`config.mk`:
```
export PLATFORM = sky130hd
export DESIGN_NAME = park_allocator
export DESIGN_NICKNAME = d
export VERILOG_FILES = /design/src/rtl/park_allocator.sv
export SDC_FILE = /design/constraint.sdc
export NUM_CORES = 1
export LEC_CHECK = 0
export ABC_CLOCK_PERIOD_IN_PS = 3300
export CAP_MARGIN = 20
export CELL_PAD_IN_SITES_DETAIL_PLACEMENT = 0
export CELL_PAD_IN_SITES_GLOBAL_PLACEMENT = 1
export CORE_UTILIZATION = 30
export DETAILED_ROUTE_END_ITERATION = 12
export PLACE_DENSITY = 0.69
export REMOVE_ABC_BUFFERS = 1
export SLEW_MARGIN = 15
export SYNTH_ARGS = -nofsm -noshare
export SYNTH_HDL_FRONTEND = slang
export SYNTH_SLANG_ARGS = --single-unit
```
`constraint.sdc`:
```
create_clock -name clk -period 3.3 [get_ports clk]
set_input_delay 0.495 -clock clk [delete_from_list [all_inputs] [get_ports clk]]
set_output_delay 0.495 -clock clk [all_outputs]
set_load 0.005 [all_outputs]
```
`src/rtl/park_allocator.sv`:
```
// Entry-side slot allocator for the parking controller: hands out the lowest free
// slot of eight as an XOR-scrambled token and frees slots on decrypted exits.
module park_allocator #(
  parameter logic [2:0] PATTERN_SEED = 3'b101
) (
  input  logic       clk,
  input  logic       rst_n,
  input  logic       enter,
  input  logic       exit,
  input  logic [2:0] park_number,
  output logic [2:0] token,
  output logic       token_valid,
  output logic [2:0] pattern,
  output logic       reject,
  output logic       exit_err,
  output logic       full,
  output logic       empty,
  output logic [3:0] free_count
);

  // An all-zero seed would lock the LFSR at zero forever.
  localparam logic [2:0] SEED = (PATTERN_SEED == 3'b000) ? 3'b001 : PATTERN_SEED;

  typedef enum logic {
    IDLE,
    ALLOC_ISSUE
  } state_t;

  state_t     state;
  logic [7:0] occupancy;
  logic [2:0] alloc_slot;
  logic [2:0] lowest_free;
  logic [3:0] occ_count;
  logic [7:0] set_mask;
  logic [7:0] clr_mask;
  logic [7:0] occ_next;
  logic       exit_hit;

  // NOTE: every variable driven here gets a default first, so no path leaves it
  // unassigned and no latch is inferred.
  always_comb begin
    lowest_free = 3'd0;
    for (int i = 7; i >= 0; i--) begin
      if (!occupancy[i]) lowest_free = 3'(i);
    end
  end

  always_comb begin
    occ_count = 4'd0;
    for (int i = 0; i < 8; i++) begin
      occ_count = occ_count + {3'b000, occupancy[i]};
    end
  end

  assign full       = &occupancy;
  assign empty      = ~|occupancy;
  assign free_count = 4'd8 - occ_count;
  assign exit_hit   = exit && occupancy[park_number];

  // An allocation and an exit may land on the same edge; both masks apply together.
  always_comb begin
    set_mask = 8'h00;
    clr_mask = 8'h00;
    if (state == ALLOC_ISSUE) set_mask[alloc_slot] = 1'b1;
    if (exit_hit) clr_mask[park_number] = 1'b1;
    occ_next = (occupancy & ~clr_mask) | set_mask;
  end

  // NOTE: all state updates use non-blocking assignments so every register
  // samples the pre-edge values regardless of statement order.
  always_ff @(posedge clk or negedge rst_n) begin
    if (!rst_n) begin
      state       <= IDLE;
      occupancy   <= 8'h00;
      alloc_slot  <= 3'd0;
      token       <= 3'd0;
      token_valid <= 1'b0;
      reject      <= 1'b0;
      exit_err    <= 1'b0;
      pattern     <= SEED;
    end else begin
      token_valid <= 1'b0;
      reject      <= 1'b0;
      exit_err    <= exit && !occupancy[park_number];
      occupancy   <= occ_next;

      // Rotate only once the lot drains, so outstanding tokens stay decryptable.
      if (exit_hit && (occ_next == 8'h00)) begin
        pattern <= {pattern[1:0], pattern[2] ^ pattern[1]};
      end

      case (state)
        IDLE: begin
          if (enter) begin
            if (full) begin
              reject <= 1'b1;
            end else begin
              alloc_slot <= lowest_free;
              state      <= ALLOC_ISSUE;
            end
          end
        end
        ALLOC_ISSUE: begin
          token       <= alloc_slot ^ pattern;
          token_valid <= 1'b1;
          state       <= IDLE;
        end
        default: state <= IDLE;
      endcase
    end
  end

endmodule

```
# Word level (Yosys, flattened, before mapping)

Cells that the tools add are included.

$add $sub $neg: 8
Multipliers: 0
Divide/modulo/power cells: 0
$lt $le $gt $ge: 4
Equality and inequality tests: 0
Shifts and indexed selects: 0
Mux-type cells: 23
Bitwise logic cells: 7
Reductions and logical operators: 11

Operator list:

| kind                                                              | count |
|---|---|
| two-way mux 3 bit                                                 | 8 |
| adder 4 x 1 -> 4 bit                                              | 4 |
| two-way mux 8 bit                                                 | 2 |
| two-way mux 1 bit                                                 | 9 |
| AND 8 bit                                                         | 1 |
| zero test 8 bit                                                   | 1 |
| less-than comparator 3 x 4 -> 1 bit, second input constant        | 2 |
| inverter 8 bit                                                    | 1 |
| OR 8 bit                                                          | 1 |
| AND reduction 8 bit                                               | 1 |
| OR reduction 8 bit                                                | 1 |
| demux 1 bit (select 3 bit)                                        | 2 |
| greater-or-equal comparator 3 x 1 -> 1 bit, second input constant | 2 |
| logical AND 1 bit                                                 | 5 |
| adder 3 x 1 -> 4 bit                                              | 1 |
| subtractor 4 bit, first input constant                            | 1 |
| adder 2 x 1 -> 3 bit                                              | 1 |
| binary-select mux 1 bit (select 3 bit)                            | 1 |
| AND reduction 3 bit                                               | 1 |
| XOR 3 bit                                                         | 1 |
| adder 1 x 1 -> 2 bit                                              | 1 |
| zero test 1 bit                                                   | 2 |
| inverter 1 bit                                                    | 2 |
| case mux 1 bit (2 select lines)                                   | 1 |
| XOR 1 bit                                                         | 1 |

Register bits after elaboration: 21
Latch bits: 0
Memory bits (writable): 0
Memory bits (read-only): 0
Memories kept: 0

# Longest topological paths before layout

Word-level depth: 10
Mapped depth: 7

# Least setup slack after synthesis

Ideal clock, no wire load.

Kind: reg2out
From: register occupancy[4]
To: output port free_count[2]
Data arrival time: 2399 ps
Data required time: 2805 ps
Slack: 406 ps
Cell stages (with the launch flop): 7
Path buffers: 0
Path through: dfrtp_1 -> fa_1 -> inv_1 -> ha_1 -> fa_1 -> fa_1 -> ha_1

Longest elaborated chain between the ends: 5

RTL lines:

| item                               | line | RTL |
|---|---|---|
| start, declared                    | 30   | `logic [7:0] occupancy;` |
| start signal, assigned             | 85   | `occupancy <= occ_next;` |
| adder 4 x 1 -> 4 bit (4 in series) | 51   | `occ_count = occ_count + {3'b000, occupancy[i]};` |
| subtractor 4 bit                   | 57   | `assign free_count = 4'd8 - occ_count;` |
| end, declared                      | 18   | `output logic [3:0] free_count` |

Every way passes these cells.

# Final worst setup path

From: register occupancy[4]
To: output port free_count[3]

Same word-level chain as after synthesis.

==> metrics.md <==
| Metric | Value |
|---|---|
| Status | `finished, final reports clean` |
| Max VDD drop | `390.3 uV` |
| Tot GR Track Use | `0.1454` |
| Post-Syn Area | `0.001364 mm^2` |
| WHS | `0.5426 ns` |
| Final Net Count | `188` |
| Critical path origin | `occupancy[4]` |
| Post-detail-place hpwl | `2.481 mm` |
| Final instance area | `0.001722 mm^2` |
| PD cells | `938.2 mW/mm^2` |
| Syn. warnings | `0` |
| H-tree lvl count | `1` |
| Fin crit share | `0.9686` |
| CTS Buf Count | `3` |
| Pleak | `0.7593 nW` |
| Placeable Area | `0.004354 mm^2` |
| Vias per cell | `5.266` |
| Worst-path cell chain | `fa_1, inv_1, ha_1, fa_1, fa_2, ha_1, dlygate4sd2_1` |
| Final WL | `3.329 mm` |
| Vias in the first global route | `1,102` |
| Area delta synth->final | `26.24%` |
| Simple-Gate Fraction of Synth Area | `0.1761` |
| Root Driver | `clkbuf_8` |
| Transition time of the tightest slew-check pin | `0.9716 ns` |
| Via count | `1,169` |
| Slowest CP cell | `fa_1` |
| Sequential share of the synthesized area | `0.3872` |
| HP Class | `flip-flop to flip-flop` |
| Setup ws final | `0.1035 ns` |
| Initial antenna violation count | `0` |
| Max Cap Viol | `0` |
| HP Start | `token[2]` |
| Final setup violation count | `0` |
| Clock Latency Late Sink | `0.26 ns` |
| Setup Skew | `0.002108 ns` |
| Synth Area in XOR/XNOR | `0.02569` |
| Largest net degree at the start of global routing | `22` |
| CP max stage delay | `0.53 ns` |
| Diode count | `0` |
| Clock Pin Slew Worst Setup and Hold Paths | `0.08 ns` |
| Util after Layout | `0.3954` |
| Placed Area | `0.001682 mm^2` |
| CTS tree | `yes` |
| Pre-CTS setup slack | `-0.09917 ns` |
| F_max | `312.8 MHz` |
| Crit path required time | `2.80 ns` |
| Total gr overflow | `0` |
| Max-slew violations | `0` |
| FP Rows | `24` |
| First-pass GRT wire length | `5.526 mm` |
| Critical R2R Launch | `occupancy[6]` |
| Startpoint Class | `flip-flop` |
| Crit Path Max Fanout | `2` |
| Hold Vio Cnt, Final | `0` |
| DR iter-0 viols | `75` |
| Hold_buf cts | `0` |
| Die area | `0.004820 mm^2` |
| I/O pins | `22` |
| Fin crit period | `3.196 ns` |
| Horiz. Die Dim | `69.43 um` |
| RePlAce Congestion | `0.8307` |
| Initial Util | `0.3132` |
| Synth Register Bits | `21` |
| Final TNS setup | `0 ns` |
| Worst setup EP type | `output port` |
| Synth Area in Adders | `0.1138` |
| RSZ-0062 raised after global routing | `false` |
| Clock Sinks | `21` |
| Post-synthesis mux area share | `0.04679` |
| DRT Pass-1 Iters | `4` |
| Synthesized area per cell | `9.672 um^2` |
| Post-Synthesis Cells | `141` |
| Wire per inst | `15.00 um` |
| Synth cell types | `40` |
| Drt drc | `0` |
| Port Buffer Count | `21` |
| Crit path arrival time | `2.70 ns` |
| Combinational family with the most area after synthesis | `compound AO/OA/AOI/OAI gates` |
| Clock Path Buffers | `2` |
| Die Y | `69.43 um` |
| Compound-gate portion of the synthesized area | `0.1798` |
| DRT antenna net count | `0` |
| Fraction of layout cells with a size suffix above 1 | `0.1529` |
| Slew HR | `0.3502` |
| Crit Path Category | `flip-flop to output port` |
[final timing paths]
check                                 to  slack, ns  depth (start not counted)
min reg2reg                     token[2]       0.54                          2
min                             token[2]       0.54                          2
max reg2reg                   pattern[1]       1.05                          7
max in group asynchronous  alloc_slot[2]       1.94                          1
min in group asynchronous     pattern[1]       0.77                          1
max                        free_count[3]       0.10                          7
[cell families (layout without fill, tap and decap cells)]
family | count (synthesis) | in the layout
mux | 6 | 6
fa+ha+maj | 10 | 10
simple gates | 45 | 45
compound gates | 33 | 33
flops | 21 | 21
buf+inv | 22 | 51
xor+xnor | 4 | 4
[layer usage]
layer  share of wire  up-vias  track usage
met4          0.0072        0      0.04762
met5               0        -            0
met2            0.45       58       0.2233
met3           0.058        6      0.01453
li1                -      556            -
met1            0.48      549       0.2144
[report_power, final]
group | total [W] | internal, W | switching (W)
combinational | 0.00103 | 0.000525 | 0.000502
sequential | 0.000418 | 0.000335 | 0.0000825
clock | 0.000170 | 0.0000860 | 0.0000843
total | 0.00162 | 0.000946 | 0.000669
[registers in the layout (all words and copies together) (netlist names)]
name and cells:
alloc_slot 3, token_valid 1, reject 1, occupancy 8, state 1, token 3, pattern 3, exit_err 1
[synthesized netlist by cell type]
cell	instances	area share
nor4_1	3	0.014
a31o_1	1	0.0064
nor4_2	1	0.0092
inv_1	13	0.036
o31ai_1	9	0.050
dfrtp_1	19	0.35
nand2b_1	4	0.018
or3_1	1	0.0046
buf_4	1	0.0055
nand4_1	4	0.018
o32ai_2	1	0.012
a31oi_1	1	0.0046
ha_1	6	0.055
buf_6	1	0.0083
buf_2	2	0.0073
nand2_1	14	0.039
a21oi_1	5	0.018
xnor2_1	3	0.019
a32oi_1	1	0.0064
nand3b_1	2	0.011
and2_2	1	0.0055
mux2_1	3	0.025
mux2i_1	3	0.022
o22ai_1	1	0.0046
fa_1	4	0.059
o41ai_4	1	0.020
clkbuf_1	3	0.0083
nor3_1	3	0.011
or2b_1	1	0.0055
xor2_1	1	0.0064
o32ai_1	1	0.0064
o21ai_0	10	0.037
nor3_2	1	0.0073
inv_2	2	0.0055
nand3_1	3	0.011
o21a_1	1	0.0055
nor3b_1	1	0.0055
dfstp_2	2	0.039
o211ai_2	1	0.0092
nor2_1	6	0.017
[layout make-up]
cell class / instances / area [um^2]
clock buffers: 4 / 45.04
fillers: 442 / 2633
inverters: 15 / 56.30
multi-input cells: 98 / 742.0
flip-flops and latches: 21 / 528.0
well taps: 52 / 65.06
repair buffers: 32 / 285.3
[per-stage QoR]
step	power, W	std cells
2_1_floorplan	0.0009534	134
6_report	0.001615	222
3_3_place_gp	0.001517	218
3_5_place_dp	0.001569	218
5_1_grt	0.001776	222
4_1_cts	0.001665	222
[timing repair]
action / in CTS / in global routing
endpoints found under the setup margin: 3 / 1
gates resized for setup: 5 / 1
buffers inserted: 0 / 0
pin swaps: 2 / 1
[worst max-delay path: cells and delay by family (launching register included)]
family	cells	cell delay, ns
buffers and inverters	2	0.30
flip-flops	1	0.41
adder cells (fa/ha/maj)	5	1.74
[cells in the final DEF (no fill, tap or decap), types with 2 or more instances in the layout]
master,instances
clkbuf_8,3
nor3_1,3
xnor2_1,3
o31ai_1,9
dfrtp_1,19
nand3b_1,2
a21oi_1,5
fa_1,3
buf_4,11
mux2i_1,3
nor4_1,3
o21ai_0,10
nor2_1,6
ha_1,6
nand3_1,3
dfstp_2,2
dlygate4sd2_1,2
inv_1,13
inv_2,2
nand4_1,4
clkdlybuf4s50_1,18
nand2b_1,4
mux2_1,3
nand2_1,14
No activity file was read; power rests on OpenSTA's default activity.
